File: src/rtl/debounce_scheduler_if.sv
// Bundle of the board-facing inputs and user-facing debounced outputs of
// debounce_scheduler.
//   noisy      : raw asynchronous inputs, one per channel
//   debounced  : committed clean levels
//   rise/fall  : one-cycle pulses aligned with a debounced level change
//   busy       : shared stability timer is granted to a channel
//   active_ch  : granted channel index, 0 when idle
// master = the side that drives pins (board / testbench), slave = the debouncer.
interface debounce_scheduler_if #(
  parameter int N    = 4,
  parameter int CH_W = 2
);
  logic [N-1:0]    noisy;
  logic [N-1:0]    debounced;
  logic [N-1:0]    rise;
  logic [N-1:0]    fall;
  logic            busy;
  logic [CH_W-1:0] active_ch;

  modport master (
    output noisy,
    input  debounced, rise, fall, busy, active_ch
  );

  modport slave (
    input  noisy,
    output debounced, rise, fall, busy, active_ch
  );
endinterface

File: src/rtl/debounce_scheduler.sv
// Debounces N noisy inputs with one shared stability timer. A round-robin
// arbiter grants the timer to one pending channel at a time; the new level is
// committed only if the synchronized input holds for FINAL_VALUE+1 cycles.
// Ports:
//   clk   : system clock, rising edge
//   reset : synchronous, active-high
//   bus   : debounce_scheduler_if.slave (noisy in; debounced, rise, fall,
//           busy, active_ch out)
//
// state  | meaning
// IDLE   | timer free; pick next pending channel after last_grant
// COUNT  | timer running for ch; abort if its input leaves target
// COMMIT | one cycle: write target to debounced[ch], fire edge pulse
module debounce_scheduler #(
  parameter int N           = 4,
  parameter int FINAL_VALUE = 19_999_999,
  parameter int TIMER_W     = 25,
  parameter int CH_W        = 2
) (
  input  logic                 clk,
  input  logic                 reset,
  debounce_scheduler_if.slave  bus
);

  if (64'(FINAL_VALUE) >= (64'd1 << TIMER_W)) begin : g_bad_timer_w
    $error("debounce_scheduler: FINAL_VALUE does not fit in TIMER_W bits");
  end
  if (CH_W != ((N > 1) ? $clog2(N) : 1)) begin : g_bad_ch_w
    $error("debounce_scheduler: CH_W must equal max(1, clog2(N))");
  end

  localparam logic [TIMER_W-1:0] FINAL_T = TIMER_W'(FINAL_VALUE);
  localparam logic [CH_W-1:0]    LAST_CH = CH_W'(N - 1);

  typedef enum logic [1:0] {IDLE, COUNT, COMMIT} state_t;

  state_t              state, state_next;
  logic [N-1:0]        sync_meta, sync, deb, rise_q, fall_q, pending;
  logic [TIMER_W-1:0]  timer, timer_next;
  logic [CH_W-1:0]     ch, ch_next, last_grant, last_grant_next;
  logic [CH_W-1:0]     grant_ch, scan;
  logic                target, target_next, grant_found, do_commit;

  assign pending = sync ^ deb;

  // Round-robin search starting just after last_grant, wrapping at N-1.
  always_comb begin
    grant_found = 1'b0;
    grant_ch    = '0;
    scan        = last_grant;
    for (int k = 0; k < N; k++) begin
      if (scan == LAST_CH) scan = '0;
      else                 scan = scan + CH_W'(1);
      if (!grant_found && pending[scan]) begin
        grant_found = 1'b1;
        grant_ch    = scan;
      end
    end
  end

  always_comb begin
    state_next      = state;
    timer_next      = timer;
    ch_next         = ch;
    target_next     = target;
    last_grant_next = last_grant;
    do_commit       = 1'b0;
    case (state)
      IDLE: begin
        if (grant_found) begin
          ch_next     = grant_ch;
          target_next = sync[grant_ch];
          timer_next  = '0;
          state_next  = COUNT;
        end
      end
      COUNT: begin
        if (sync[ch] != target) begin
          // Bounced: give the timer away so other channels are not starved.
          state_next      = IDLE;
          last_grant_next = ch;
          timer_next      = '0;
        end else if (timer == FINAL_T) begin
          state_next = COMMIT;
        end else begin
          timer_next = timer + TIMER_W'(1);
        end
      end
      COMMIT: begin
        do_commit       = 1'b1;
        last_grant_next = ch;
        state_next      = IDLE;
      end
      default: state_next = IDLE;
    endcase
  end

  always_ff @(posedge clk) begin
    if (reset) begin
      sync_meta  <= '0;
      sync       <= '0;
      deb        <= '0;
      rise_q     <= '0;
      fall_q     <= '0;
      state      <= IDLE;
      timer      <= '0;
      ch         <= '0;
      target     <= 1'b0;
      last_grant <= LAST_CH;
    end else begin
      sync_meta  <= bus.noisy;
      sync       <= sync_meta;
      state      <= state_next;
      timer      <= timer_next;
      ch         <= ch_next;
      target     <= target_next;
      last_grant <= last_grant_next;
      rise_q     <= '0;
      fall_q     <= '0;
      if (do_commit) begin
        deb[ch]    <= target;
        rise_q[ch] <= target & ~deb[ch];
        fall_q[ch] <= ~target & deb[ch];
      end
    end
  end

  assign bus.debounced = deb;
  assign bus.rise      = rise_q;
  assign bus.fall      = fall_q;
  assign bus.busy      = (state != IDLE);
  assign bus.active_ch = (state == IDLE) ? '0 : ch;

endmodule
File: src/flat_wrapper.sv
// flat-port wrapper written by rule: the top's interface ports become plain ports
module debounce_scheduler_flat 
#(
  parameter int N           = 4,
  parameter int FINAL_VALUE = 19_999_999,
  parameter int TIMER_W     = 25,
  parameter int CH_W        = 2
)
  (clk, reset, bus_noisy, bus_debounced, bus_rise, bus_fall, bus_busy, bus_active_ch);
  debounce_scheduler_if #(.N(N), .CH_W(CH_W)) bus_i ();
  input  logic clk;
  input  logic reset;
  input wire logic [$bits(bus_i.noisy)-1:0] bus_noisy;
  output wire logic [$bits(bus_i.debounced)-1:0] bus_debounced;
  output wire logic [$bits(bus_i.rise)-1:0] bus_rise;
  output wire logic [$bits(bus_i.fall)-1:0] bus_fall;
  output wire logic [$bits(bus_i.busy)-1:0] bus_busy;
  output wire logic [$bits(bus_i.active_ch)-1:0] bus_active_ch;
  assign bus_i.noisy = bus_noisy;
  assign bus_debounced = bus_i.debounced;
  assign bus_rise = bus_i.rise;
  assign bus_fall = bus_i.fall;
  assign bus_busy = bus_i.busy;
  assign bus_active_ch = bus_i.active_ch;
  debounce_scheduler #(.N(N), .FINAL_VALUE(FINAL_VALUE), .TIMER_W(TIMER_W), .CH_W(CH_W)) u_core (.clk(clk), .reset(reset), .bus(bus_i));
endmodule
File: config.mk
export PLATFORM = sky130hd
export DESIGN_NAME = debounce_scheduler_flat
export DESIGN_NICKNAME = d
export VERILOG_FILES = /design/src/rtl/debounce_scheduler_if.sv /design/src/rtl/debounce_scheduler.sv /design/src/flat_wrapper.sv
export SDC_FILE = /design/constraint.sdc
export NUM_CORES = 1
export LEC_CHECK = 0
export ABC_AREA = 1
export BUFFER_PORTS_ARGS = -buffer_cell sky130_fd_sc_hd__buf_2
export CAP_MARGIN = 10
export CORE_MARGIN = 4
export CORE_UTILIZATION = 35
export DETAILED_ROUTE_END_ITERATION = 7
export PLACE_DENSITY = 0.62
export SYNTH_ARGS = -nofsm -noshare
export SYNTH_HDL_FRONTEND = slang
export SYNTH_SLANG_ARGS = --single-unit
File: constraint.sdc
create_clock -name clk -period 2 [get_ports clk]
set_input_delay 0.5 -clock clk [delete_from_list [all_inputs] [get_ports clk]]
set_output_delay 0.5 -clock clk [all_outputs]
set_load 0.05 [all_outputs]
# Yosys cells after proc, flatten, opt, wreduce, memory -nomap -nowiden

Cells that the tools add are included.

Add/subtract/negate cells: 5
$lt $le $gt $ge: 7
Equal/unequal tests: 12
Muxes and demuxes: 41
Bitwise operators: 8
Reductions and logical operators: 16

Operator list:

| cell                                                                         | number |
|---|---|
| 25-bit two-way mux                                                           | 3 |
| 25-bit one-hot mux with 2 select lines                                       | 1 |
| 2-bit two-way mux                                                            | 13 |
| 25-bit by 1-bit adder with 25-bit output, second input constant              | 1 |
| 25-bit equality test, second input constant                                  | 1 |
| 2-bit by 3-bit less-than comparator with 1-bit output, second input constant | 6 |
| 1-bit binary-select mux with 2-bit select                                    | 7 |
| 1-bit two-way mux                                                            | 13 |
| 2-bit equality test, second input constant                                   | 5 |
| 2-bit by 1-bit adder with 2-bit output, second input constant                | 4 |
| 4-bit AND                                                                    | 2 |
| 2-bit one-hot mux with 2 select lines                                        | 2 |
| 2-bit AND reduction                                                          | 3 |
| 2-bit nonzero test                                                           | 3 |
| 4-bit bitwise mux                                                            | 1 |
| 1-bit logical AND                                                            | 4 |
| 2-bit by 1-bit inequality test with 1-bit output, second input constant      | 2 |
| 4-bit XOR                                                                    | 1 |
| 1-bit zero test                                                              | 3 |
| 3-bit by 1-bit inequality test with 1-bit output, second input constant      | 1 |
| 3-bit by 2-bit inequality test with 1-bit output, second input constant      | 1 |
| 1-bit NOT                                                                    | 3 |
| 3-bit AND reduction                                                          | 1 |
| 1-bit AND                                                                    | 2 |
| other kinds (6)                                                              | 6 |

Register bits after elaboration: 52
Input port bits: 6
Output and inout port bits: 15
Logic and storage cells: 99

# Depth between registers and ports, before layout

Depth after elaboration: 16
Mapped depth: 17
Depth with buffers taken out: 17

# Worst setup path after synthesis

Ideal clock, no wire load.

Path kind: flip-flop to flip-flop
Start: register u_core.deb[1], in the netlist u_core.bus.debounced[1]
End: register u_core.timer[8]
Setup time: 0.071 ns
Data arrival time: 1.881 ns
Data required time: 1.929 ns
Setup slack: 0.048 ns
Stages on the path, launching flop included: 14
Buffers on the path: 1
Period minus slack after synthesis: 1.952 ns
Cells stage by stage: dfxtp_1 > inv_1 > nand2_1 > nand3_1 > nand2_1 > nand2_1 > nand2_2 > nand3_2 > nor2_2 > nand2_2 > nand3_4 > buf_8 > nand2_2 > a21oi_2

Longest elaborated chain between the ends: 15
Elaborated cells on any way between the ends: 21

Ends and longest elaborated chain:

| what                                                                | RTL line                  | text |
|---|---|---|
| from (decl)                                                         | debounce_scheduler.sv:38  | `logic [N-1:0] sync_meta, sync, deb, rise_q, fall_q, pending;` |
| from (signal, indexed assignment)                                   | debounce_scheduler.sv:121 | `deb[ch] <= target;` |
| 4-bit XOR *                                                         | debounce_scheduler.sv:44  | `assign pending = sync ^ deb;` |
| 1-bit binary-select mux with 2-bit select                           | debounce_scheduler.sv:54  | `if (!grant_found && pending[scan]) begin` |
| 1-bit two-way mux (implied by the code)                             | debounce_scheduler.sv:54  |  |
| 1-bit two-way mux                                                   | debounce_scheduler.sv:54  |  |
| 1-bit zero test                                                     | debounce_scheduler.sv:54  |  |
| 1-bit logical AND                                                   | debounce_scheduler.sv:54  |  |
| 1-bit two-way mux                                                   | debounce_scheduler.sv:54  |  |
| 1-bit zero test                                                     | debounce_scheduler.sv:54  |  |
| 1-bit logical AND                                                   | debounce_scheduler.sv:54  |  |
| 1-bit two-way mux                                                   | debounce_scheduler.sv:54  |  |
| 1-bit zero test                                                     | debounce_scheduler.sv:54  |  |
| 1-bit logical AND                                                   | debounce_scheduler.sv:54  |  |
| 1-bit two-way mux *                                                 | debounce_scheduler.sv:54  |  |
| 2-bit by 1-bit inequality test with 1-bit output (no source line) * | --                        |  |
| 3-bit AND reduction (no source line) *                              | --                        |  |
| to (signal assigned)                                                | debounce_scheduler.sv:114 | `timer <= timer_next;` |
| to (decl)                                                           | debounce_scheduler.sv:39  | `logic [TIMER_W-1:0] timer, timer_next;` |

Mark *: on every way between the ends. The rest lies on a longest branch, timed or not. The select of a mux whose other input is x is not followed.
A chain may end at the register's enable or synchronous reset.

# Final worst setup path

Start: register u_core.last_grant[1]
End: register u_core.timer[20]

Longest elaborated chain between the ends: 16
Elaborated cells on any way between the ends: 32

Ends and longest elaborated chain:

| what                                                                                            | RTL line                                           | text |
|---|---|---|
| from (decl)                                                                                     | debounce_scheduler.sv:40                           | `logic [CH_W-1:0] ch, ch_next, last_grant, last_grant_next;` |
| from (signal assigned)                                                                          | debounce_scheduler.sv:117                          | `last_grant <= last_grant_next;` |
| 2-bit by 1-bit adder with 2-bit output or 2-bit equality test (tied branches)                   | debounce_scheduler.sv:53, debounce_scheduler.sv:52 |  |
| 2-bit two-way mux *                                                                             | debounce_scheduler.sv:52                           | `if (scan == LAST_CH) scan = '0;` |
| parallel branches: the longest is 11 deep, another holds 2-bit by 1-bit adder with 2-bit output | --                                                 |  |
| 1-bit two-way mux *                                                                             | debounce_scheduler.sv:54                           |  |
| 2-bit by 1-bit inequality test with 1-bit output (no source line) *                             | --                                                 |  |
| 3-bit AND reduction (no source line) *                                                          | --                                                 |  |

Every way passes the cells marked *. The select of a mux whose other input is x is not followed.

==> metrics.yaml <==
run_status:
  outcome: "complete, no violations"
place:
  dp_cells: 599
  gp_congestion: 0.942
  post-dp-hpwl_um: 5890
  io_buffers: 20
  dp_worst_setup_slack_ps: 10.1
setup_path:
  cp.required_ps: 2250
  reg2reg_to: "u_core.timer[20]"
  end_kind: "flop"
  critical_path_class: "flop to flop"
  r2r_slack_ps: 110
  critPathMaxFanout: 7
  reg2reg_from: "u_core.last_grant[1]"
  arrival_ps: 2140
  r2r_cells: 13
  critPathLaunchType: "flop"
routing:
  vias: 3151
  drc: 0
  antenna_left: 0
  vias_per_cell: 5.17
  wirelength_um: 8000
  drtIter0Drc: 188
  drtPass1Iterations: 5
  wire_per_inst_um: 13.1
floorplan:
  die_area_mm2: 0.0108
  die_h_um: 104
  die_w_um: 104
  core-area_mm2: 0.00881
  io_pins: 21
  rows: 34
  start_util: 0.365
pwr:
  seq_power_share: 0.318
  switching_share: 0.421
  internal-power_uw: 2130
  combPwrFrac: 0.477
  clkPwrFrac: 0.204
  max-vdd-ir-drop_v: 0.000393
  p_leak_uw: 0.00148
  finalPower_uw: 3670
  p_sw_uw: 1550
  p_per_area_mw_per_mm2: 956
finish:
  stdcell_count: 610
  syn2layout_area_growth_pct: 19.6
  antenna_cells: 0
  nets: 509
  drive_gt1_frac: 0.281
hold_path:
  min_from: "bus_noisy[3]"
  hold_path.class: "input port to flop"
  whs_path_depth: 3
  hold_end: "u_core.sync_meta[3]"
logic_synthesis:
  netlist.area_leader.share: 0.324
  synth_edf_count: 0
  syn_area_mm2: 0.00321
  synthFlopType: "dfxtp_1"
  syn-instance-count: 464
  synth.ff_latch_count: 52
  synthArstFlopShare: 0
  yosysSeqAreaShare: 0.324
  yosys-top-cells-area: "dfxtp_1 (32%), nand2_1 (11%), nor2_1 (7.1%)"
  yosys_warnings: 0
  synth.most_common_cell: "nand2_1"
  synth_largest_area_cell: "dfxtp_1"
  ys_types: 37
  postSynthAreaPerCell_um2: 6.92
  synth_fp_nets: 472
  synth_common_cells: "nand2_1 (95), nor2_1 (61), dfxtp_1 (52), inv_1 (41), nand3_1 (39)"
clock_tree:
  cts_buffers: 5
  htreeDepth: 2
  cts_sinks: 52
  clock_latency_ps: 310
  cts_tree: "yes"
  clk_path_buf_depth: 2
  cts-root-buf: "clkbuf_8"
  path_clk_slew_ps: 100
  holdBufCountCts: 0
timing:
  finalHoldViolCount: 0
  skew_ps: 11.4
  holdWs_ps: 391
  setup_slack_ps: 110
  setup_viol: 0
  slew_headroom: 0.692
  finalCritPeriodShare: 0.945
  tns_ps: 0
  fin_crit_ps: 1890
  worst_pin_slew_ps: 457
  fmax_ghz: 0.529
  slew_violations: 0
grt:
  grt_overflow: 0
  grt_pass1_wl_um: 13100
  antenna_found_initial: 0
  grtUsageTotal: 0.143
  grt_max_degree: 34
  grt_pass1_vias: 2844
run:
  cap_viol_max_count: 0
## per-layer routing
metal	vias to the layer above	GRT usage	share of wire
met5	-	0	0
met4	0	0.0380	0.0069
met3	4	0.0230	0.051
met2	98	0.223	0.46
met1	1457	0.205	0.48
li1	1592	-	-
## how the worst max path moves through the flow
stage	from	to	slack (ps)	cells past startpoint
floorplan	u_core.bus.debounced[1]	u_core.timer[8]	50	13
global placement	u_core.last_grant[0]	u_core.timer[24]	40	13
detailed placement	u_core.last_grant[0]	u_core.timer[13]	10	13
CTS	u_core.last_grant[1]	u_core.timer[13]	4	14
global route	u_core.last_grant[1]	u_core.target	-60	17
finish	u_core.last_grant[1]	u_core.timer[20]	110	13
## stage by stage
step | cell area (um2) | utilization
4_1_cts | 3690 | 0.419
5_1_grt | 3840 | 0.436
6_report | 3840 | 0.436
3_3_place_gp | 3560 | 0.404
2_1_floorplan | 3210 | -
3_5_place_dp | 3560 | 0.404
## power groups by stage
stage	combinational [uW]	clock, uW	sequential [uW]
floorplan	1120	0	1160
global placement	1500	0	1180
detailed placement	1500	0	1180
CTS	1520	773	1160
global route	1910	830	1180
finish	1750	751	1170
## critical path, cell delays in order, from the launching register on
cell       delay, ps
dfxtp_2          370
ha_4             150
nor2_4            50
buf_4            130
nand3_1          110
nand3_2          110
nand2_4          130
nand3_4          100
nor2_4           110
nand2_2           80
nand3_4          130
clkbuf_16        180
nand2_2           50
a21oi_2          110
## registers in the layout, summed over array words and instances (netlist names)
register / cells
u_core.sync_meta: 4
u_core.target: 1
u_core.bus.rise: 4
u_core.bus.debounced: 4
u_core.sync: 4
u_core.state: 2
u_core.timer: 25
u_core.bus.fall: 4
u_core.ch: 2
u_core.last_grant: 2
## cell usage in the layout, fill, tap and decap left out, types with 5 or more instances in the layout
master    count
nand2_2      29
nand2_1      89
nand3_2       8
a21oi_2      20
nand3_1      31
buf_4        20
o21ai_0       9
nor2_1       59
inv_1        40
nand4_1      21
a21oi_1      18
dfxtp_1      48
clkbuf_8      5
buf_2        20
xor2_1       12
xnor2_1       6
nor3_1       16
## repair_timing
item                                    CTS  global route
pin swaps                                 1             5
resized for setup                         1            32
setup buffers                             2             0
endpoints found under the setup margin   10            29
gates cloned                              0             1
## cells by family after synthesis
family | share of synthesized area
AND/OR/NAND/NOR | 0.411
buffers and inverters | 0.0806
AO/OA/AOI/OAI | 0.114
flip-flops | 0.324
XOR/XNOR | 0.0627
adder cells (fa/ha/maj) | 0.00779
## area by class of cell
type | instances | area (um2)
Clock buffer | 5 | 68.8
Fill cell | 882 | 4960
Multi-Input combinational cell | 352 | 2030
Clock inverter | 3 | 46.3
Tap cell | 108 | 135
Timing Repair Buffer | 45 | 347
Inverter | 45 | 169
Sequential cell | 52 | 1050
Note: power is estimated with default switching activity, not from simulation.
